[config.mk]
export PLATFORM = sky130hd
export DESIGN_NAME = mem_bus_arbiter
export DESIGN_NICKNAME = d
export VERILOG_FILES = /design/src/rtl/mem_bus_arbiter_pkg.sv /design/src/rtl/arb_starve_cnt.sv /design/src/rtl/mem_bus_arbiter.sv
export SDC_FILE = /design/constraint.sdc
export NUM_CORES = 1
export LEC_CHECK = 0
export CAP_MARGIN = 20
export CORE_MARGIN = 4
export CORE_UTILIZATION = 36
export CTS_CLUSTER_DIAMETER = 60
export DETAILED_ROUTE_END_ITERATION = 16
export HOLD_SLACK_MARGIN = 0.08
export PLACE_DENSITY = 0.86
export SYNTH_ARGS = -nofsm -noshare
export SYNTH_HDL_FRONTEND = slang
export SYNTH_SLANG_ARGS = --single-unit
[constraint.sdc]
create_clock -name clk -period 5.2 [get_ports clk]
set_input_delay 0.52 -clock clk [delete_from_list [all_inputs] [get_ports clk]]
set_output_delay 0.52 -clock clk [all_outputs]
set_load 0.005 [all_outputs]
[src/rtl/mem_bus_arbiter_pkg.sv]
// Shared types for the IF/LS memory bus arbiter.
// Holds the FSM state codes and the transfer-owner codes.
// The top module and the starvation counter both import this package.
package mem_bus_arbiter_pkg;

  // Transfer sequencing: arbitrate, address handshake, response wait.
  typedef enum logic [1:0] {
    ARB_IDLE = 2'd0,
    ARB_ADDR = 2'd1,
    ARB_RESP = 2'd2
  } arb_state_e;

  // Requester that owns the transfer currently on the bus.
  typedef enum logic {
    OWN_IF = 1'b0,
    OWN_LS = 1'b1
  } owner_e;

endpackage

[src/rtl/arb_starve_cnt.sv]
// Purpose: counts consecutive LS wins while IF waits; forces an IF win at STARVE_MAX.
// Latency: force_if is a registered compare, valid for the arbitration that follows.
// Backpressure: none; it only observes arbitration events.
// Ports: clk, rst (sync, active high), arb_fire (arbitration this cycle),
//        ls_win (LS won it), if_req (IF pending), force_if (next win must go to IF).
// Present only when ARB_STARVE_GUARD_EN is defined; the default build leaves this file empty.
`ifdef ARB_STARVE_GUARD_EN
module arb_starve_cnt #(
  parameter int STARVE_MAX = 4
) (
  input  logic clk,
  input  logic rst,
  input  logic arb_fire,
  input  logic ls_win,
  input  logic if_req,
  output logic force_if
);

  localparam int CW = (STARVE_MAX < 1) ? 1 : $clog2(STARVE_MAX + 1);

  logic [CW-1:0] cnt;

  always_ff @(posedge clk) begin
    if (rst) begin
      cnt <= '0;
    end else if (!if_req) begin
      // Nobody is starving, so the run of LS wins no longer matters.
      cnt <= '0;
    end else if (arb_fire) begin
      // An IF win (forced or natural) restarts the run.
      cnt <= ls_win ? cnt + 1'b1 : '0;
    end
  end

  assign force_if = (cnt == CW'(STARVE_MAX));

endmodule
`endif

[src/rtl/mem_bus_arbiter.sv]
// Purpose: shares one single-outstanding memory bus between IF fetch and LS (MEM stage).
// Latency: m_req rises 1 cycle after a request in IDLE; back-to-back re-issue in the response cycle.
// Backpressure: requesters hold req until their gnt pulse; the bus stalls us through m_gnt/m_rvalid.
// Ports: clk, rst (sync, active high);
//        IF side  if_req/if_addr/if_flush -> if_gnt/if_rvalid/if_rdata;
//        LS side  ls_req/ls_we/ls_addr/ls_wdata/ls_wstrb -> ls_gnt/ls_rvalid/ls_rdata;
//        bus side m_req/m_we/m_addr/m_wdata/m_wstrb (registered) <- m_gnt/m_rvalid/m_rdata.
// Optional: ARB_STARVE_GUARD_EN adds the STARVE_MAX parameter and the IF anti-starvation counter.
module mem_bus_arbiter
  import mem_bus_arbiter_pkg::*;
#(
  parameter int AW = 32,
  parameter int DW = 32
`ifdef ARB_STARVE_GUARD_EN
  ,
  parameter int STARVE_MAX = 4
`endif
) (
  input  logic            clk,
  input  logic            rst,
  input  logic            if_req,
  input  logic [AW-1:0]   if_addr,
  input  logic            if_flush,
  output logic            if_gnt,
  output logic            if_rvalid,
  output logic [DW-1:0]   if_rdata,
  input  logic            ls_req,
  input  logic            ls_we,
  input  logic [AW-1:0]   ls_addr,
  input  logic [DW-1:0]   ls_wdata,
  input  logic [DW/8-1:0] ls_wstrb,
  output logic            ls_gnt,
  output logic            ls_rvalid,
  output logic [DW-1:0]   ls_rdata,
  output logic            m_req,
  output logic            m_we,
  output logic [AW-1:0]   m_addr,
  output logic [DW-1:0]   m_wdata,
  output logic [DW/8-1:0] m_wstrb,
  input  logic            m_gnt,
  input  logic            m_rvalid,
  input  logic [DW-1:0]   m_rdata
);

  arb_state_e state, state_nxt;
  owner_e     owner;
  logic       drop;
  logic       arb_fire;
  logic       pick_ls;
  logic       force_if;
  logic       addr_fire;
  logic       resp_fire;

`ifdef ARB_STARVE_GUARD_EN
  arb_starve_cnt #(
    .STARVE_MAX(STARVE_MAX)
  ) u_starve (
    .clk      (clk),
    .rst      (rst),
    .arb_fire (arb_fire),
    .ls_win   (arb_fire && pick_ls),
    .if_req   (if_req),
    .force_if (force_if)
  );
`else
  assign force_if = 1'b0;
`endif

  always_ff @(posedge clk) begin
    if (rst) begin
      state <= ARB_IDLE;
    end else begin
      state <= state_nxt;
    end
  end

  always_comb begin
    state_nxt = state;
    arb_fire  = 1'b0;
    addr_fire = 1'b0;
    resp_fire = 1'b0;
    if_gnt    = 1'b0;
    ls_gnt    = 1'b0;
    if_rvalid = 1'b0;
    ls_rvalid = 1'b0;
    // LS has priority unless the starvation guard says IF has waited long enough.
    pick_ls   = ls_req && !(if_req && force_if);

    case (state)
      ARB_IDLE: begin
        if (ls_req || if_req) begin
          arb_fire  = 1'b1;
          state_nxt = ARB_ADDR;
        end
      end
      ARB_ADDR: begin
        if (m_gnt) begin
          addr_fire = 1'b1;
          state_nxt = ARB_RESP;
          // A flushed fetch still completes on the bus, but the fetch unit must not see it.
          if_gnt    = (owner == OWN_IF) && !drop && !if_flush;
          ls_gnt    = (owner == OWN_LS);
        end
      end
      ARB_RESP: begin
        if (m_rvalid) begin
          resp_fire = 1'b1;
          if_rvalid = (owner == OWN_IF) && !drop && !if_flush;
          ls_rvalid = (owner == OWN_LS);
          // Re-arbitrate in the response cycle so back-to-back transfers have no bubble.
          if (ls_req || if_req) begin
            arb_fire  = 1'b1;
            state_nxt = ARB_ADDR;
          end else begin
            state_nxt = ARB_IDLE;
          end
        end
      end
      default: state_nxt = ARB_IDLE;
    endcase
  end

  // Payload registers; the winner's request is frozen here for the whole handshake.
  always_ff @(posedge clk) begin
    if (rst) begin
      owner   <= OWN_IF;
      m_req   <= 1'b0;
      m_we    <= 1'b0;
      m_addr  <= '0;
      m_wdata <= '0;
      m_wstrb <= '0;
      drop    <= 1'b0;
    end else begin
      if (arb_fire) begin
        m_req <= 1'b1;
        if (pick_ls) begin
          owner   <= OWN_LS;
          m_we    <= ls_we;
          m_addr  <= ls_addr;
          m_wdata <= ls_wdata;
          m_wstrb <= ls_wstrb;
        end else begin
          owner   <= OWN_IF;
          m_we    <= 1'b0;
          m_addr  <= if_addr;
          m_wdata <= '0;
          m_wstrb <= '0;
        end
      end else if (addr_fire) begin
        m_req <= 1'b0;
      end

      // The response retires the killed fetch; a new transfer starts clean.
      if (resp_fire) begin
        drop <= 1'b0;
      end else if (if_flush && (owner == OWN_IF) &&
                   ((state == ARB_ADDR) || (state == ARB_RESP))) begin
        drop <= 1'b1;
      end
    end
  end

  // Data is a straight wire; the rvalid strobes say who it belongs to.
  assign if_rdata = m_rdata;
  assign ls_rdata = m_rdata;

`ifndef SYNTHESIS
  // Requesters must hold their request until granted; a flush lets IF abandon its fetch.
  a_ls_hold: assert property (@(posedge clk) disable iff (rst)
    (ls_req && !ls_gnt) |=> ls_req);
  a_if_hold: assert property (@(posedge clk) disable iff (rst)
    (if_req && !if_gnt && !if_flush && !drop) |=> (if_req || if_flush));
`endif

endmodule

==> impl_metrics.env <==
export IMPL_status="complete, no violations"
export IMPL_final_cell_mix="clkdlybuf4s50_1 (179), dfxtp_1 (74), a22o_1 (37), mux2i_1 (34), a21oi_1 (33)"
export IMPL_grt_pass1_vias=2894
export IMPL_num_vias=2845
export IMPL_tns_ns=0
export IMPL_wl_um=10500
export IMPL_hold_viol_final=0
export IMPL_synthArstFlopShare_pct=0
export IMPL_postSynthCellCount=333
export IMPL_die_y_um=108
export IMPL_skew_ns=0.0125
export IMPL_yosysSeqAreaShare_pct=41.4
export IMPL_port_buffers=181
export IMPL_ff2ff_path_depth=7
export IMPL_grt_max_degree=41
export IMPL_dieArea_mm2=0.0116
export IMPL_vdd_drop_max_uv=165
export IMPL_final_nets=582
export IMPL_fmax_ghz=0.411
export IMPL_cts_made_buffers=9
export IMPL_fp_dieW_um=108
export IMPL_ys_flop_type="dfxtp_1"
export IMPL_h_tree_depth=3
export IMPL_cp_start_kind="input port"
export IMPL_critPathCaptureType="output pin"
export IMPL_synth_nets=477
export IMPL_cts_sinks=74
export IMPL_r2r_setup_slack_ns=2.86
export IMPL_antenna_found_initial=0
export IMPL_maxCapViolCount=0
export IMPL_drt_pass1_iterations=4
export IMPL_p_leak_nw=1.97
export IMPL_cts_root_buf="clkbuf_8"
export IMPL_synth_warning_count=0
export IMPL_drive_gt1_share_pct=12.4
export IMPL_post_dp_cell_area_mm2=0.00492
export IMPL_finalMaxSlewViolations=0
export IMPL_crit_path_max_fanout=5
export IMPL_place_inst=560
export IMPL_area_delta_synth_final_pct=43.4
export IMPL_path_clk_slew_ns=0.08
export IMPL_layout_commonest_cell="clkdlybuf4s50_1"
export IMPL_fin_crit_sh_pct=46.8
export IMPL_syn_avg_cell_area_um2=10.7
export IMPL_worstPathRequired_ns=4.68
export IMPL_rows=36
export IMPL_drtAntennaViolNets=0
export IMPL_cts_resized=0
export IMPL_gr_total_overflow=0
export IMPL_grt_pass1_wl_um=15500
export IMPL_vias_per_cell=4.94
export IMPL_clock_path_buffers=2
export IMPL_cts_tree="yes"
export IMPL_drc=0
export IMPL_clk_latency_ns=0.34
export IMPL_ys_ff_latch=74
export IMPL_min_period_ns=2.44
export IMPL_setup_worst_path_class="input port to output pin"
export IMPL_worst_hold_startpoint="m_req$_SDFFE_PP0P_"
export IMPL_worst_pin_slew_ns=0.978
export IMPL_hold_buffers=0
export IMPL_coreArea_mm2=0.00973
export IMPL_grt_total_usage_pct=17.1
export IMPL_maxSlewHeadroom_pct=34.8
export IMPL_fin_area_mm2=0.00513
export IMPL_min_path_cells=2
export IMPL_arrival_ns=1.92
export IMPL_p_per_area_mw_per_mm2=394
export IMPL_hold_class="flip-flop to flip-flop"
export IMPL_synth_edff_count=0
export IMPL_gp_routability_congestion=0.763
export IMPL_setup_viol_count_final=0
export IMPL_wl_per_cell_um=18.3
export IMPL_start_util_pct=36.8
export IMPL_antenna_cells=0
export IMPL_r2r_start="state[0]$_SDFFE_PP0P_"
export IMPL_cts_setup_buffers=0
export IMPL_hpwl_um=8010
export IMPL_rsz0062_at_grt="false"
export IMPL_reg2reg_to="m_wdata[5]$_SDFFE_PP0P_"
export IMPL_hold_end="m_req$_SDFFE_PP0P_"
export IMPL_syn_area_mm2=0.00358
export IMPL_final_cell_count_no_fill=576
export IMPL_drtIter0Drc=138
export IMPL_n_fill_cell=874
export IMPL_synth_cell_type_count=27
export IMPL_ioPinCount=278
## report_power, final
| part | internal [W] | switching, W | total [W] |
|---|---|---|---|
| clock | 0.000230 | 0.000245 | 0.000475 |
| sequential | 0.000693 | 0.0000745 | 0.000768 |
| combinational | 0.000432 | 0.000344 | 0.000776 |
| total | 0.00136 | 0.000664 | 0.00202 |
## layer usage
metal / track usage [%] / wire, um / vias up
met1: 18.9 / 3860 / 1317
met2: 29.9 / 5460 / 147
met3: 6.48 / 891 / 32
met4: 5.95 / 315 / 0
met5: 0 / 0 / -
li1: - / - / 1349
## registers in the layout (all words and copies together), names as in the netlist
signal and count:
m_req 1, state 2, m_addr 32, m_we 1, m_wdata 32, drop 1, owner 1, m_wstrb 4
## cell usage after synthesis, types with 2 or more instances
cell / instances / share of area [%]
mux2i_1: 34 / 9.5
a211oi_2: 30 / 10
buf_4: 68 / 14
nand2_1: 4 / 0.42
ha_1: 4 / 1.4
buf_2: 5 / 0.70
clkbuf_1: 10 / 1.0
a21o_1: 2 / 0.42
nor4_1: 2 / 0.35
a211oi_1: 3 / 0.63
dfxtp_1: 74 / 41
buf_6: 8 / 2.5
nand2b_1: 2 / 0.35
inv_1: 4 / 0.42
a21oi_1: 33 / 4.6
nor2_1: 3 / 0.31
a22o_1: 37 / 9.1
## final cells by class
class / instances / area, um^2 / area share [%]
multi-input combinational: 163 / 1410 / 27.6
tap: 133 / 166 / 3.24
clock inverter: 7 / 82.6 / 1.61
inverter: 4 / 15.0 / 0.293
timing repair buffer: 186 / 1850 / 36.0
sequential: 74 / 1480 / 28.9
clock buffer: 9 / 124 / 2.41
## cell families after synthesis
kind of cell | after synthesis | share of synthesized area, %
compound gates | 109 | 26.1
fa+ha+maj | 4 | 1.40
buf+inv | 96 | 19.1
flops | 74 | 41.4
mux | 34 | 9.51
simple gates | 16 | 2.48
## worst max-delay path by stage
| stage | start | end | slack (ns) | cells past startpoint |
|---|---|---|---|---|
| after detailed placement | ls_req | m_addr[0]$_SDFFE_PP0P_ | 2.47 | 5 |
| after floorplan | state[0]$_SDFFE_PP0P_ | m_wdata[10]$_SDFFE_PP0P_ | 3.48 | 8 |
| final | m_rvalid | if_rvalid | 2.76 | 4 |
| after CTS | m_rvalid | if_rvalid | 2.76 | 4 |
| after global placement | m_rvalid | m_wdata[10]$_SDFFE_PP0P_ | 2.30 | 5 |
| after global routing | state[0]$_SDFFE_PP0P_ | if_rvalid | 2.58 | 5 |
## through the flow
step	hold WS [ns]	power [W]	setup slack (ns)	utilization [%]
floorplan	0.453	0.00123	3.48	-
global placement	0.446	0.00153	2.30	50.5
detailed placement	0.451	0.00156	2.47	50.6
CTS	0.465	0.00203	2.76	52.7
global route	0.492	0.00213	2.58	52.7
finish	0.458	0.00202	2.76	52.7
## critical path: stages
cell and delay (ns):
clkdlybuf4s50_1 0.54, nand2_1 0.10, nor4_1 0.20, clkdlybuf4s50_1 0.55
(Power assumes the default switching activity.)
